`config.mk`:
```
export PLATFORM = sky130hd
export DESIGN_NAME = audio_capture
export DESIGN_NICKNAME = d
export VERILOG_FILES = /design/src/rtl/audio_capture_pkg.sv /design/src/rtl/audio_capture_sample_tick.sv /design/src/rtl/audio_capture.sv
export SDC_FILE = /design/constraint.sdc
export NUM_CORES = 1
export LEC_CHECK = 0
export BUFFER_PORTS_ARGS = -buffer_cell sky130_fd_sc_hd__buf_2
export CORE_MARGIN = 4
export CORE_UTILIZATION = 60
export DETAILED_ROUTE_END_ITERATION = 16
export PLACE_DENSITY = 0.87
export SLEW_MARGIN = 20
export SYNTH_ARGS = -nofsm -noshare
export SYNTH_HDL_FRONTEND = slang
export SYNTH_HIERARCHICAL = 1
export SYNTH_SLANG_ARGS = --single-unit
```
`constraint.sdc`:
```
create_clock -name CLOCK_50 -period 7.31 [get_ports CLOCK_50]
set_input_delay 1.462 -clock CLOCK_50 [delete_from_list [all_inputs] [get_ports CLOCK_50]]
set_output_delay 1.462 -clock CLOCK_50 [all_outputs]
set_load 0.05 [all_outputs]
```
`src/rtl/audio_capture_pkg.sv`:
```
// Shared audio definitions: default sample rate and memory geometry, the
// sound-clip windows in the shared sound RAM, and the capture state encoding.
package audio_capture_pkg;

  localparam int AUD_CLK_DIV = 1200;
  localparam int AUD_ADDR_W  = 18;
  localparam int AUD_DATA_W  = 6;

  // Clip windows in sound-RAM words at 41.667 kHz, roughly one second each
  localparam logic [AUD_ADDR_W-1:0] WIN_START    = 18'd0;
  localparam logic [AUD_ADDR_W-1:0] WIN_END      = 18'd41666;
  localparam logic [AUD_ADDR_W-1:0] MOO_START    = 18'd41667;
  localparam logic [AUD_ADDR_W-1:0] MOO_END      = 18'd83333;
  localparam logic [AUD_ADDR_W-1:0] DETECT_START = 18'd83334;
  localparam logic [AUD_ADDR_W-1:0] DETECT_END   = 18'd124999;
  localparam logic [AUD_ADDR_W-1:0] CHEER_START  = 18'd125000;
  localparam logic [AUD_ADDR_W-1:0] CHEER_END    = 18'd166666;

  typedef enum logic [1:0] {
    ST_IDLE   = 2'd0,
    ST_ARM    = 2'd1,
    ST_RECORD = 2'd2,
    ST_DONE   = 2'd3
  } state_e;

endpackage

```
`src/rtl/audio_capture_sample_tick.sv`:
```
// Clock-enable generator: pulses tick once every CLK_DIV enabled cycles.
// clr restarts the count so a new capture begins on a full sample period.
module sample_tick #(
  parameter int CLK_DIV = 1200
) (
  input  logic clk,
  input  logic rst_n,
  input  logic clr,
  input  logic en,
  output logic tick
);

  localparam int CNT_W = (CLK_DIV > 1) ? $clog2(CLK_DIV) : 1;
  localparam logic [CNT_W-1:0] CNT_MAX = CNT_W'(CLK_DIV - 1);

  logic [CNT_W-1:0] cnt_q;
  logic [CNT_W-1:0] cnt_d;

  always_comb begin
    cnt_d = cnt_q;
    if (clr) begin
      cnt_d = '0;
    end else if (en) begin
      if (cnt_q == CNT_MAX) begin
        cnt_d = '0;
      end else begin
        cnt_d = cnt_q + CNT_W'(1);
      end
    end else begin
      cnt_d = cnt_q;
    end
  end

  always_ff @(posedge clk or negedge rst_n) begin
    if (!rst_n) begin
      cnt_q <= '0;
    end else begin
      cnt_q <= cnt_d;
    end
  end

  assign tick = en && (cnt_q == CNT_MAX);

endmodule

```
`src/rtl/audio_capture.sv`:
```
// Microphone capture: drains the codec input FIFO and writes the top DATA_W
// bits of the latest left sample into a sound-RAM window at the playback rate.
module audio_capture
  import audio_capture_pkg::*;
#(
  parameter int CLK_DIV = AUD_CLK_DIV,
  parameter int ADDR_W  = AUD_ADDR_W,
  parameter int DATA_W  = AUD_DATA_W
) (
  input  logic              CLOCK_50,
  input  logic              resetn,
  input  logic              start,
  input  logic              stop,
  input  logic [ADDR_W-1:0] clip_start,
  input  logic [ADDR_W-1:0] clip_end,
  input  logic              audio_in_available,
  input  logic [31:0]       left_channel_audio_in,
  output logic              read_audio_in,
  output logic [ADDR_W-1:0] mem_addr,
  output logic [DATA_W-1:0] mem_data,
  output logic              mem_wren,
  output logic              busy,
  output logic              done,
  output logic              bad_window
);

  state_e            state_q, state_d;
  logic [ADDR_W-1:0] lo_q, lo_d;
  logic [ADDR_W-1:0] hi_q, hi_d;
  logic [ADDR_W-1:0] addr_q, addr_d;
  logic              bad_q, bad_d;
  logic              have_q, have_d;
  logic [31:0]       sample_q, sample_d;

  logic start_ok;
  logic start_bad;
  logic wr_tick;
  logic at_last;
  logic sample_unused;

  assign start_ok  = start && (state_q == ST_IDLE) && (clip_end >= clip_start);
  assign start_bad = start && (state_q == ST_IDLE) && (clip_end < clip_start);
  assign at_last   = (addr_q == hi_q);

  sample_tick #(.CLK_DIV(CLK_DIV)) u_tick (
    .clk   (CLOCK_50),
    .rst_n (resetn),
    .clr   (start_ok),
    .en    (state_q == ST_RECORD),
    .tick  (wr_tick)
  );

  always_ff @(posedge CLOCK_50 or negedge resetn) begin
    if (!resetn) begin
      state_q <= ST_IDLE;
    end else begin
      state_q <= state_d;
    end
  end

  // A write tick and stop in the same cycle: the write still happens this cycle
  always_comb begin
    state_d = state_q;
    case (state_q)
      ST_IDLE:   state_d = start_ok ? ST_ARM : ST_IDLE;
      ST_ARM: begin
        if (stop) begin
          state_d = ST_DONE;
        end else if (have_q) begin
          state_d = ST_RECORD;
        end else begin
          state_d = ST_ARM;
        end
      end
      ST_RECORD: begin
        if (stop || (wr_tick && at_last)) begin
          state_d = ST_DONE;
        end else begin
          state_d = ST_RECORD;
        end
      end
      ST_DONE:   state_d = ST_IDLE;
      default:   state_d = ST_IDLE;
    endcase
  end

  always_comb begin
    busy     = 1'b0;
    done     = 1'b0;
    mem_wren = 1'b0;
    case (state_q)
      ST_IDLE:   busy = 1'b0;
      ST_ARM:    busy = 1'b1;
      ST_RECORD: begin
        busy     = 1'b1;
        mem_wren = wr_tick;
      end
      ST_DONE:   done = 1'b1;
      default:   busy = 1'b0;
    endcase
  end

  always_comb begin
    lo_d     = lo_q;
    hi_d     = hi_q;
    addr_d   = addr_q;
    bad_d    = bad_q;
    have_d   = have_q;
    sample_d = sample_q;
    if (start_ok) begin
      lo_d   = clip_start;
      hi_d   = clip_end;
      addr_d = clip_start;
      bad_d  = 1'b0;
    end else if (start_bad) begin
      bad_d = 1'b1;
    end else if (mem_wren && !at_last && (addr_q >= lo_q) && (addr_q < hi_q)) begin
      addr_d = addr_q + ADDR_W'(1);
    end else begin
      addr_d = addr_q;
    end
    // Without a fresh pop the previous sample is simply written again
    if (audio_in_available) begin
      sample_d = left_channel_audio_in;
      have_d   = 1'b1;
    end else begin
      sample_d = sample_q;
    end
  end

  always_ff @(posedge CLOCK_50 or negedge resetn) begin
    if (!resetn) begin
      lo_q     <= '0;
      hi_q     <= '0;
      addr_q   <= '0;
      bad_q    <= 1'b0;
      have_q   <= 1'b0;
      sample_q <= 32'd0;
    end else begin
      lo_q     <= lo_d;
      hi_q     <= hi_d;
      addr_q   <= addr_d;
      bad_q    <= bad_d;
      have_q   <= have_d;
      sample_q <= sample_d;
    end
  end

  assign read_audio_in = audio_in_available;
  assign mem_addr      = addr_q;
  assign mem_data      = sample_q[31 -: DATA_W];
  assign bad_window    = bad_q;
  assign sample_unused = ^sample_q[31-DATA_W:0];

endmodule

```
==> impl_metrics.yaml <==
setup_path:
  path_delay_family: "simple AND/OR/NAND/NOR gates"
  end_kind: "flip-flop"
  cp_max_fo: 53
  path_buf_inv: 4
  worstPathRequired_ns: 7.61
  path_class: "primary input to flip-flop"
  path_common_cell: "a21o_1"
  path_cells: "buf_2, inv_1, ha_1, a21o_1, a21o_1, a21o_1, a2111oi_4, or2_1, inv_2, buf_4, or4b_1, nand3_1"
  cp-start-kind: "primary input"
  max_stage_delay_ns: 0.60
  cp.arrival_ns: 4.94
  cp_slowest_cell: "or2_1"
detailed_routing:
  wire_per_inst_um: 17.9
  dr.first_iter.drc_count: 333
  wl_mm: 12.9
  drcViolationCount: 0
  first_pass_iters: 7
  vias_per_cell: 6.24
  ant_nets: 0
  vias: 4518
timing:
  tns_ns: 0
  rsz0062_at_grt: "no"
  worst_pin_slew_ns: 0.969
  finalCritPeriodShare_pct: 63.5
  max_freq_mhz: 215
  slew_viol_final: 0
  min_period_ns: 4.64
  setup_viol: 0
  worst_slack_ns: 2.67
  finalHoldViolations: 0
  maxSlewHeadroom_pct: 35.4
  clock_skew_ns: 0.00992
clock_tree:
  postCtsHoldBufs: 0
  post_cts_buffers: 0
  cts_buffers: 9
  cts_resized: 0
  clk_pin_slew_ns: 0.08
  cts_root_buffer: "clkbuf_8"
  cts_tree: "built"
  cts_max_path_buffers: 2
  insertion_delay_ns: 0.36
  cts_sinks: 75
  htreeDepth: 3
place:
  dp_hpwl_mm: 9.37
  place_ws_ns: 2.40
  port_buffers: 75
  gp_congestion: 0.880
  dp.cells: 708
floorplanning:
  core_um2: 7810
  die_w_um: 97.9
  rows: 32
  io_pins: 102
  die_h_um: 97.9
  start_util_pct: 62.1
  die_area_um2: 9590
cells_and_area:
  fin_util_pct: 70.6
  diodes: 0
  areaGrowthSynthToFinish_pct: 13.7
  drive_above_1_share_pct: 17.4
  instances_no_fill: 724
  finalNetCount: 750
  fill_cells: 605
global_routing:
  grt_max_degree: 76
  grt_pass1_vias: 4597
  grt.total_usage_pct: 27.7
  grt_pass1_wl_mm: 21.7
  grt-ovfl-total: 0
  antenna_found_initial: 0
yosys:
  syn_nets: 680
  synth_seq_cells: 75
  yosysUniqueCellTypes: 59
  yosysSeqAreaShare_pct: 38.7
  synth.largest_area_cell: "dfrtp_1"
  synth_area_leaders: "dfrtp_1, ha_1, inv_1"
  synth.top_cell.area_share_pct: 38.7
  syn_area_per_cell_um2: 8.87
  synth_edf_count: 0
  synthTopCellsByCount: "dfrtp_1, inv_1, nand2_1"
  synthCells: 547
  async_flop_share_pct: 100
  ys_warn_count: 6
  syn_area_um2: 4850
  ys.flop_type: "dfrtp_1"
power:
  ir_drop_mv: 0.302
  p_leak_nw: 2.69
  cellPowerDensity_nw_per_um2: 387
min_path:
  holdCritPathClass: "flip-flop to flip-flop"
status:
  status: "complete, no violations"
run:
  cap_violations: 0
[where the power goes]
group / internal [mW] / leakage [nW] / total [mW] / switching (mW)
registers: 0.572 / 0.925 / 0.734 / 0.161
logic: 0.355 / 1.65 / 1.03 / 0.675
clock network: 0.211 / 0.113 / 0.372 / 0.162
[final timing paths]
check	startpoint	endpoint	slack (ns)	cells past startpoint
worst max register to register	state_q[0]$_DFF_PN0_	mem_addr[2]$_DFFE_PN0P_	3.44	11
worst min register to register	lo_q[14]$_DFFE_PN0P_	lo_q[14]$_DFFE_PN0P_	0.49	1
worst min-delay path	lo_q[14]$_DFFE_PN0P_	lo_q[14]$_DFFE_PN0P_	0.49	1
max in group asynchronous	resetn	hi_q[3]$_DFFE_PN0P_	5.43	1
worst max-delay path	clip_start[7]	mem_addr[1]$_DFFE_PN0P_	2.67	12
min in group asynchronous	resetn	lo_q[15]$_DFFE_PN0P_	1.25	1
[worst register-to-register path: cells and delay by family (launching register included)]
family,cells,cell delay [ns]
compound gates,3,1.48
fa+ha+maj,1,0.39
buf+inv,3,0.79
flops,1,0.43
simple gates,4,0.61
[placed cells by master (no fill, tap or decap), drive strengths merged, types with 5 or more instances in the layout]
cell type	count
nor2	18
o2111ai	10
o211ai	10
nand4	26
o311ai	5
a21o	12
nor3	8
ha	60
clkbuf	12
buf	78
a31oi	6
nand2	64
dfrtp	75
o21ai	43
mux2	6
nand3	29
inv	76
a21oi	25
[per-layer routing]
layer	wire length [um]	vias to the layer above	global-route usage, %
li1	-	2101	-
met1	5180	2149	34.4
met2	6400	229	47.3
met3	1000	39	6.07
met4	348	0	9.90
met5	0	-	0
[through the flow]
stage          hold slack, ns  instance area, um^2  total power [mW]
6_report                0.495                 5510              2.14
5_1_grt                 0.506                 5510              2.30
3_5_place_dp            0.475                 5290              1.74
2_1_floorplan           0.450                 4850              1.45
4_1_cts                 0.493                 5510              2.12
3_3_place_gp            0.464                 5290              1.67
[flip-flops by register name, summed over array words and instances, names as in the netlist, named ones only]
name / cells
hi_q: 18
lo_q: 18
mem_addr: 18
u_tick/cnt_q: 11
sample_q: 6
bad_window: 1
have_q: 1
state_q: 1
[cells by family (layout without fill, tap and decap cells)]
logic type / count (synthesis) / after routing / share of synthesized area (%)
simple gates: 176 / 176 / 18.3
compound gates: 130 / 130 / 17.5
flops: 75 / 75 / 38.7
mux: 7 / 7 / 1.60
xor+xnor: 3 / 3 / 0.542
fa+ha+maj: 60 / 60 / 15.5
buf+inv: 96 / 171 / 7.84
[area by class of cell]
class / count / area (um^2) / area share [%]
sequential: 75 / 1880 / 34.0
timing repair buffer: 78 / 400 / 7.26
tap: 102 / 128 / 2.31
inverter: 77 / 289 / 5.24
clock inverter: 4 / 72.6 / 1.32
clock buffer: 12 / 155 / 2.81
multi-input combinational: 376 / 2590 / 47.0
No activity file was read; power rests on OpenSTA's default activity.
